--- src/rtl/riscv_id_stage.sv ---
// riscv_id_stage: RV32I (+MUL) decoder fused with the ID/EX pipeline register.
// It adds a valid/ready handshake, load-use bubbles, flush and illegal flagging.
module riscv_id_stage #(
  parameter int XLEN       = 32,
  parameter bit ENABLE_MUL = 1'b1,
  parameter int CNT_W      = 16
) (
  input  logic             clk,
  input  logic             rst_n,
  input  logic             flush,
  input  logic             in_valid,
  output logic             in_ready,
  input  logic [XLEN-1:0]  in_pc,
  input  logic [31:0]      in_instr,
  output logic [4:0]       rs1_addr,
  output logic [4:0]       rs2_addr,
  input  logic [XLEN-1:0]  rs1_data,
  input  logic [XLEN-1:0]  rs2_data,
  output logic             out_valid,
  input  logic             out_ready,
  output logic [XLEN-1:0]  out_pc,
  output logic [XLEN-1:0]  out_rs1_data,
  output logic [XLEN-1:0]  out_rs2_data,
  output logic [4:0]       out_rd,
  output logic [XLEN-1:0]  out_imm,
  output logic [3:0]       out_alu_op,
  output logic [2:0]       out_funct3,
  output logic             out_alu_src_imm,
  output logic             out_is_load,
  output logic             out_is_store,
  output logic             out_is_branch,
  output logic             out_is_jump,
  output logic             out_reg_write,
  output logic [1:0]       out_wb_sel,
  output logic             out_illegal,
  output logic [CNT_W-1:0] stall_count
);

  localparam logic [6:0] OPC_OP_IMM = 7'b0010011;
  localparam logic [6:0] OPC_OP     = 7'b0110011;
  localparam logic [6:0] OPC_LOAD   = 7'b0000011;
  localparam logic [6:0] OPC_STORE  = 7'b0100011;
  localparam logic [6:0] OPC_BRANCH = 7'b1100011;
  localparam logic [6:0] OPC_JAL    = 7'b1101111;
  localparam logic [6:0] OPC_JALR   = 7'b1100111;
  localparam logic [6:0] OPC_LUI    = 7'b0110111;
  localparam logic [6:0] OPC_AUIPC  = 7'b0010111;

  typedef enum logic [3:0] {
    ALU_ADD = 4'd0, ALU_AND = 4'd1, ALU_OR = 4'd2, ALU_XOR = 4'd3,
    ALU_SLL = 4'd4, ALU_SRL = 4'd5, ALU_SUB = 4'd6, ALU_CMP = 4'd7,
    ALU_SRA = 4'd8, ALU_SLT = 4'd9, ALU_MUL = 4'd10, ALU_SLTU = 4'd11,
    ALU_PASSB = 4'd12
  } alu_op_e;

  typedef struct packed {
    logic [XLEN-1:0] pc;
    logic [XLEN-1:0] rs1_data;
    logic [XLEN-1:0] rs2_data;
    logic [4:0]      rd;
    logic [XLEN-1:0] imm;
    logic [3:0]      alu_op;
    logic [2:0]      funct3;
    logic            alu_src_imm;
    logic            is_load;
    logic            is_store;
    logic            is_branch;
    logic            is_jump;
    logic            reg_write;
    logic [1:0]      wb_sel;
    logic            illegal;
  } id_ex_t;

  // Shared funct3 mapping for OP and OP-IMM; alt selects SRA, sub selects SUB.
  function automatic logic [3:0] base_op(input logic [2:0] f3, input logic alt, input logic sub);
    case (f3)
      3'b000:  base_op = sub ? ALU_SUB : ALU_ADD;
      3'b001:  base_op = ALU_SLL;
      3'b010:  base_op = ALU_SLT;
      3'b011:  base_op = ALU_SLTU;
      3'b100:  base_op = ALU_XOR;
      3'b101:  base_op = alt ? ALU_SRA : ALU_SRL;
      3'b110:  base_op = ALU_OR;
      default: base_op = ALU_AND;
    endcase
  endfunction

  logic [6:0]      opcode;
  logic [6:0]      funct7;
  logic [XLEN-1:0] i_imm, s_imm, b_imm, u_imm, j_imm;
  logic [XLEN-1:0] dec_imm;
  logic [3:0]      dec_alu_op;
  logic            dec_src_imm, dec_load, dec_store, dec_branch, dec_jump;
  logic            dec_writes_rd, dec_illegal;
  logic [1:0]      dec_wb_sel;
  logic            uses_rs1, uses_rs2, advance, hazard, clear_ctrl;
  id_ex_t          id_ex_d, id_ex_q;
  logic            valid_d, valid_q;
  logic [CNT_W-1:0] stall_d, stall_q;

  assign opcode   = in_instr[6:0];
  assign funct7   = in_instr[31:25];
  assign rs1_addr = in_instr[19:15];
  assign rs2_addr = in_instr[24:20];

  assign i_imm = {{(XLEN-11){in_instr[31]}}, in_instr[30:20]};
  assign s_imm = {{(XLEN-11){in_instr[31]}}, in_instr[30:25], in_instr[11:7]};
  assign b_imm = {{(XLEN-12){in_instr[31]}}, in_instr[7], in_instr[30:25], in_instr[11:8], 1'b0};
  assign u_imm = {{(XLEN-31){in_instr[31]}}, in_instr[30:12], 12'b0};
  assign j_imm = {{(XLEN-20){in_instr[31]}}, in_instr[19:12], in_instr[20], in_instr[30:21], 1'b0};

  assign uses_rs1 = !(opcode == OPC_LUI || opcode == OPC_JAL || opcode == OPC_AUIPC);
  assign uses_rs2 = (opcode == OPC_OP || opcode == OPC_STORE || opcode == OPC_BRANCH);

  // Only a load still sitting in ID/EX can create a dependency that forwarding cannot cover.
  assign advance  = !valid_q || out_ready;
  assign hazard   = in_valid && valid_q && id_ex_q.is_load && (id_ex_q.rd != 5'd0) &&
                    ((uses_rs1 && rs1_addr == id_ex_q.rd) || (uses_rs2 && rs2_addr == id_ex_q.rd));
  assign in_ready = flush || (advance && !hazard);

  // Combinational decode of the instruction presented by fetch.
  always_comb begin
    dec_imm       = '0;
    dec_alu_op    = ALU_ADD;
    dec_src_imm   = 1'b0;
    dec_load      = 1'b0;
    dec_store     = 1'b0;
    dec_branch    = 1'b0;
    dec_jump      = 1'b0;
    dec_writes_rd = 1'b0;
    dec_wb_sel    = 2'd0;
    dec_illegal   = 1'b0;
    case (opcode)
      OPC_OP_IMM: begin
        dec_alu_op = base_op(in_instr[14:12], in_instr[30], 1'b0);
        dec_src_imm = 1'b1; dec_imm = i_imm; dec_writes_rd = 1'b1;
      end
      OPC_OP: begin
        if (funct7 == 7'b0000000 || funct7 == 7'b0100000) begin
          dec_alu_op = base_op(in_instr[14:12], in_instr[30], in_instr[30]);
          dec_writes_rd = 1'b1;
        end else if (funct7 == 7'b0000001 && ENABLE_MUL) begin
          dec_alu_op = ALU_MUL; dec_writes_rd = 1'b1;
        end else begin
          dec_illegal = 1'b1;
        end
      end
      OPC_LOAD: begin
        dec_src_imm = 1'b1; dec_imm = i_imm; dec_load = 1'b1;
        dec_writes_rd = 1'b1; dec_wb_sel = 2'd1;
      end
      OPC_STORE: begin
        dec_src_imm = 1'b1; dec_imm = s_imm; dec_store = 1'b1;
      end
      OPC_BRANCH: begin
        dec_alu_op = ALU_CMP; dec_imm = b_imm; dec_branch = 1'b1;
      end
      OPC_JAL: begin
        dec_src_imm = 1'b1; dec_imm = j_imm; dec_jump = 1'b1;
        dec_writes_rd = 1'b1; dec_wb_sel = 2'd2;
      end
      OPC_JALR: begin
        dec_src_imm = 1'b1; dec_imm = i_imm; dec_jump = 1'b1;
        dec_writes_rd = 1'b1; dec_wb_sel = 2'd2;
      end
      OPC_LUI: begin
        dec_alu_op = ALU_PASSB; dec_src_imm = 1'b1; dec_imm = u_imm; dec_writes_rd = 1'b1;
      end
      OPC_AUIPC: begin
        dec_src_imm = 1'b1; dec_imm = u_imm; dec_writes_rd = 1'b1;
      end
      default: dec_illegal = 1'b1;
    endcase
  end

  // Next-state for the ID/EX register: flush, then bubble, then capture, then drain, else hold.
  always_comb begin
    id_ex_d    = id_ex_q;
    valid_d    = valid_q;
    stall_d    = stall_q;
    clear_ctrl = 1'b0;
    if (flush) begin
      valid_d = 1'b0; clear_ctrl = 1'b1;
    end else if (advance && hazard) begin
      valid_d = 1'b0; clear_ctrl = 1'b1;
      stall_d = (&stall_q) ? stall_q : stall_q + CNT_W'(1);
    end else if (advance && in_valid) begin
      valid_d             = 1'b1;
      id_ex_d.pc          = in_pc;
      id_ex_d.rs1_data    = rs1_data;
      id_ex_d.rs2_data    = rs2_data;
      id_ex_d.rd          = dec_writes_rd ? in_instr[11:7] : 5'd0;
      id_ex_d.imm         = dec_imm;
      id_ex_d.alu_op      = dec_alu_op;
      id_ex_d.funct3      = in_instr[14:12];
      id_ex_d.alu_src_imm = dec_src_imm;
      id_ex_d.is_load     = dec_load;
      id_ex_d.is_store    = dec_store;
      id_ex_d.is_branch   = dec_branch;
      id_ex_d.is_jump     = dec_jump;
      id_ex_d.reg_write   = dec_writes_rd && (in_instr[11:7] != 5'd0);
      id_ex_d.wb_sel      = dec_wb_sel;
      id_ex_d.illegal     = dec_illegal;
    end else if (advance) begin
      valid_d = 1'b0; clear_ctrl = 1'b1;
    end
    if (clear_ctrl) begin
      id_ex_d.alu_op      = '0;
      id_ex_d.alu_src_imm = 1'b0;
      id_ex_d.is_load     = 1'b0;
      id_ex_d.is_store    = 1'b0;
      id_ex_d.is_branch   = 1'b0;
      id_ex_d.is_jump     = 1'b0;
      id_ex_d.reg_write   = 1'b0;
      id_ex_d.wb_sel      = '0;
      id_ex_d.illegal     = 1'b0;
    end
  end

  // Pipeline register and stall counter with asynchronous clear.
  always_ff @(posedge clk or negedge rst_n) begin
    if (!rst_n) begin
      id_ex_q <= '0;
      valid_q <= 1'b0;
      stall_q <= '0;
    end else begin
      id_ex_q <= id_ex_d;
      valid_q <= valid_d;
      stall_q <= stall_d;
    end
  end

  assign out_valid       = valid_q;
  assign out_pc          = id_ex_q.pc;
  assign out_rs1_data    = id_ex_q.rs1_data;
  assign out_rs2_data    = id_ex_q.rs2_data;
  assign out_rd          = id_ex_q.rd;
  assign out_imm         = id_ex_q.imm;
  assign out_alu_op      = id_ex_q.alu_op;
  assign out_funct3      = id_ex_q.funct3;
  assign out_alu_src_imm = id_ex_q.alu_src_imm;
  assign out_is_load     = id_ex_q.is_load;
  assign out_is_store    = id_ex_q.is_store;
  assign out_is_branch   = id_ex_q.is_branch;
  assign out_is_jump     = id_ex_q.is_jump;
  assign out_reg_write   = id_ex_q.reg_write;
  assign out_wb_sel      = id_ex_q.wb_sel;
  assign out_illegal     = id_ex_q.illegal;
  assign stall_count     = stall_q;

endmodule

--- config.mk ---
export PLATFORM = sky130hd
export DESIGN_NAME = riscv_id_stage
export DESIGN_NICKNAME = d
export VERILOG_FILES = /design/src/rtl/riscv_id_stage.sv
export SDC_FILE = /design/constraint.sdc
export NUM_CORES = 1
export LEC_CHECK = 0
export ABC_AREA = 1
export CAP_MARGIN = 10
export CORE_MARGIN = 2
export CORE_UTILIZATION = 37
export CTS_CLUSTER_SIZE = 40
export DETAILED_ROUTE_END_ITERATION = 10
export PLACE_DENSITY = 0.7
export SLEW_MARGIN = 25
export SYNTH_ARGS = -nofsm -noshare
export SYNTH_HDL_FRONTEND = slang
export SYNTH_SLANG_ARGS = --single-unit
--- constraint.sdc ---
create_clock -name clk -period 4.9 [get_ports clk]
set_input_delay 1.225 -clock clk [delete_from_list [all_inputs] [get_ports clk]]
set_output_delay 1.225 -clock clk [all_outputs]
set_load 0.05 [all_outputs]
Yosys cells after proc, flatten, opt, wreduce, memory -nomap -nowiden --
Cells that the tools add are included.
Operators by class: add/sub/neg operators 1, equal/unequal tests 21, muxes and demuxes 34, bitwise logic cells 3, reduce and logical (&&, ||, !) cells 37
Operators by type and width (count):
- $pmux 32 s5 | 1
- $pmux 4 s7 | 2
- $mux 16 | 3
- $eq 7x6->1 const B | 4
- $eq 7x7->1 const B | 3
- $mux 1 | 17
- $add 16x1->16 const B | 1
- $mux 4 | 4
- $pmux 4 s4 | 1
- $reduce_and 16->1 | 1
- $eq 7x5->1 const B | 2
- $eq 5x5->1 | 2
- $logic_and 1x1->1 | 10
- $reduce_bool 5->1 | 2
- $eq 3x3->1 const B | 3
- $mux 9 | 1
- $reduce_and 3->1 | 3
- $logic_or 1x1->1 | 8
- $reduce_or 8->1 | 1
- $eq 7x1->1 const B | 1
- $eq 7x2->1 const B | 1
- $logic_not 7->1 | 1
- $reduce_or 7->1 | 1
- $eq 3x2->1 const B | 2
- other kinds (15) | 21
Word-level totals: register bits after elaboration 166, input bits 133, output and inout bits 177, logic and storage cells 113

Depth between registers and ports, before layout --
depth after elaboration 12, depth in mapped cells 14, gate-level depth less buffers 12

Worst setup path after synthesis --
Ideal clock, no wire load.
path type input-to-output, start in in_instr[1], end out in_ready, arrival time 2.785 ns, slack 0.890 ns, cell stages on the path 9, path through nand2_1 -> nor2_1 -> nand2_2 -> nand2_4 -> inv_2 -> nand3_2 -> a21oi_2 -> buf_2 -> o21bai_1
Between the ends: word-level cells in the longest chain between the ends 10, elaborated cells between the ends (all ways) 18, classes of those cells eq/ne: 6; reduce/logical: 12
Ends and longest elaborated chain:
- start: declaration | line 14 | input logic [31:0] in_instr,
- $eq 7x6->1 or $eq 7x7->1 (tied branches) | line 112 | assign uses_rs1 = !(opcode == OPC_LUI || opcode == OPC_JAL || opcode == OPC_AUIPC);
- $logic_or 1x1->1 (2 in series) | line 112
- $logic_not 1->1 | line 112
- $logic_and 1x1->1 | line 118 | ((uses_rs1 && rs1_addr == id_ex_q.rd) || (uses_rs2 && rs2_addr == id_ex_q.rd));
- $logic_or 1x1->1 (*) | line 118
- $logic_and 1x1->1 (*) | line 117 | assign hazard = in_valid && valid_q && id_ex_q.is_load && (id_ex_q.rd != 5'd0) &&
- $logic_not 1->1 (*) | line 119 | assign in_ready = flush || (advance && !hazard);
- $logic_and 1x1->1 (*) | line 119
- $logic_or 1x1->1 (*) | line 119
- end: declaration | line 12 | output logic in_ready,
Every way passes the cells marked *; elsewhere a longest branch is shown, timed or not.

Worst setup path after layout --
start in in_instr[5], end out in_ready
Same word-level chain as after synthesis.

==> summary.txt <==
Global routing
  • Grt ovf: 0
  • All-Layer GR Usage: 22.3%
  • First-pass GRT wire length: 38900 um
  • Initial antenna violation count: 0
  • Largest net degree at the start of global routing: 119
  • Vias in the first global route: 7272

Route
  • Final ANT Viol Nets: 0
  • DRT Pass-1 Iters: 5
  • DR DRC count: 0
  • 1st-iter DRT viols: 459
  • Routed via count: 7526
  • Routed WL per cell: 16.5 um
  • Final WL: 25200 um
  • Routed vias/inst: 4.93

Run status
  • Status: complete, no violations

Worst setup path
  • CP arrival: 3260 ps
  • Startpoint Class: input port
  • Critical setup path kind: in -> out
  • Crit path max fanout: 17
  • CP Capture Type: output pin
  • Reg2Reg Depth: 10
  • Critical path required time: 3670 ps

Yosys
  • Synthesized net count: 1094
  • Compound-Gate Fraction of Synth Area: 5.29%
  • FF+latch count, synth: 166
  • XOR/XNOR Fraction of Synth Area: 2.22%
  • Async SR Flop Fraction: 100%
  • Syn avg cell area: 8.21 sq um
  • Post-synth EDFFs: 0
  • Top-count cell post-synth: nand2_1
  • Synth warn: 0
  • Post-synthesis mux area share: 0%
  • Combinational family with the most area after synthesis: simple AND/OR/NAND/NOR gates
  • Top cell type's share of synthesized area: 52.7%
  • Sequential share of the synthesized area: 52.7%
  • Post-synthesis simple-gate area fraction: 32.2%
  • Area contributors post-synth: dfrtp_1 (53%), nand2_1 (18%), nand3_1 (8.7%), buf_4 (2.3%), inv_1 (2.0%)
  • Synth area leader: dfrtp_1
  • Top FF cell, synth: dfrtp_1
  • Most instantiated cells after synthesis: nand2_1 (380), dfrtp_1 (166), nand3_1 (137)
  • Post-synthesis instance total: 960
  • Post-synth cell types: 34
  • Adder-cell share of the synthesized area: 0.159%
  • Synth Cell Area: 7880 sq um

CTS
  • Clk slew on worst S/H paths: 70 ps
  • Hold-fix buffers, CTS: 0
  • Inserted Clock Buffers: 17
  • Clock tree sinks: 166
  • Clock latency on the worst-skew pair: 430 ps
  • Buffer depth of the longest clock path: 2
  • Clock Tree Root: clkbuf_16
  • CTS tree: yes
  • Post-CTS setup buffers: 0
  • # H-tree levels: 4

Finish
  • Post-Layout Inst Area: 11700 sq um
  • Register Area: 4150 sq um
  • Nets: 1373
  • Layout cells sized above 1: 5.59%
  • Area Growth Syn to Fin: 47.9%
  • Fill cells: 2025
  • Final core occ: 55.6%
  • Area occupied by multi-input gates: 3170 sq um
  • N_diodes: 0

Place
  • # port buffers: 309
  • Post-Place Worst Slack: 194 ps
  • RD Place Congestion: 0.879
  • Dpl hpwl: 17800 um
  • Area after DPL: 11100 sq um

STA
  • Skew final: 11.8 ps
  • Final hold vios: 0
  • TNS Setup: 0 ps
  • Final setup fails: 0
  • Final Slew Violations: 0
  • Worst relative slew slack: 47.0%
  • Worst-Margin Slew: 792 ps
  • Final WS setup: 410 ps
  • Final worst path period need: 4490 ps
  • Fmax: 223 MHz
  • RSZ-0062 raised after global routing: false
  • Final period util: 91.6%

Worst hold path
  • Worst Hold Depth: 2
  • Min-delay worst type: reg -> reg

Run
  • Max Cap Violations: 0

Pwr
  • Worst vdd ir: 0.220 mV
  • Power Density: 347 nW/um^2
  • Leakage: 5.55 nW

Floorplanning
  • Num rows: 53
  • I/O pin total: 310
  • Area of the core: 21000 sq um
  • Die height: 150 um
  • Initial core utilization: 37.6%
  • Die area: 22500 sq um
  • Die width: 150 um
per-stage QoR:
step / instances / hold WS (ps) / power, W
3_3_place_gp: 1495 / 453 / 0.00276
2_1_floorplan: 960 / 750 / 0.00228
5_1_grt: 1527 / 495 / 0.00423
6_report: 1527 / 472 / 0.00404
3_5_place_dp: 1495 / 457 / 0.00277
4_1_cts: 1527 / 474 / 0.00409
critical path, cell delays in order:
cell and delay (ps):
clkdlybuf4s50_1 560, inv_1 110, nor2_1 180, o21ai_1 90, nor2_1 140, nand2_1 140, a21oi_4 460, o21bai_1 180
buf_12 180
state kept, by name (all words and copies together), names as in the netlist, 2 cells and up:
signal	count
out_pc	32
stall_count	16
out_rs1_data	32
out_imm	32
out_rd	5
out_alu_op	4
out_funct3	3
out_rs2_data	32
out_wb_sel	2
metal layers:
layer,GRT usage (%),vias to the layer above,wire [um]
li1,-,3654,-
met1,29.0,3531,10200
met2,35.5,310,12100
met3,7.47,31,2460
met4,6.51,0,466
met5,0,-,0
cell type report:
cell class | count | area share, %
Sequential cell | 166 | 35.6
Timing Repair Buffer | 322 | 27.9
Multi-Input combinational cell | 687 | 27.2
Clock buffer | 18 | 3.77
Tap cell | 275 | 2.95
Inverter | 45 | 1.45
Clock inverter | 14 | 1.08
where the power goes:
group	total [W]	switching (W)	internal, W	leakage, nW
Clock	0.00131	0.000621	0.000687	0.283
Combinational	0.00116	0.000760	0.000399	3.11
Sequential	0.00158	0.0000747	0.00150	2.16
Total	0.00404	0.00146	0.00259	5.55
placed cells by master, fill, tap and decap left out, types with 6 or more instances in the layout:
cell / instances
o211ai_1: 11
o21ai_2: 6
nor2_1: 31
nor3_1: 10
clkbuf_16: 17
nand2_1: 380
a21oi_1: 9
xnor2_1: 8
clkdlybuf4s50_1: 307
buf_4: 9
o21ai_1: 18
o21ai_0: 17
nand4_1: 23
inv_1: 41
dfrtp_1: 166
xor2_1: 12
nand3_1: 137
inv_6: 8
cells by family (layout without fill, tap and decap cells):
kind of cell	Yosys count	after routing
and+or+nand+nor	597	597
buffers and inverters	107	399
xor gates and xnor gates	20	20
adders and majority gates	1	1
AOI/OAI and AO/OA	69	69
DFF	166	166
timing repair:
item                                    4_1_cts  5_1_grt
endpoints found under the setup margin        0        1
hold endpoints to repair                      0        0
resized for setup                             0        1
final timing paths:
check	end	startpoint	slack (ps)
max	in_ready	in_instr[5]	410
min	out_rs1_data[11]$_DFFE_PN0P_	out_rs1_data[11]$_DFFE_PN0P_	470
max reg2reg	stall_count[14]$_DFFE_PN0P_	stall_count[0]$_DFFE_PN0P_	2370
min reg2reg	out_rs1_data[11]$_DFFE_PN0P_	out_rs1_data[11]$_DFFE_PN0P_	470
max in group asynchronous	out_rs1_data[1]$_DFFE_PN0P_	rst_n	3120
min in group asynchronous	out_alu_op[0]$_DFFE_PN0P_	rst_n	810
No activity file was read; power rests on OpenSTA's default activity.
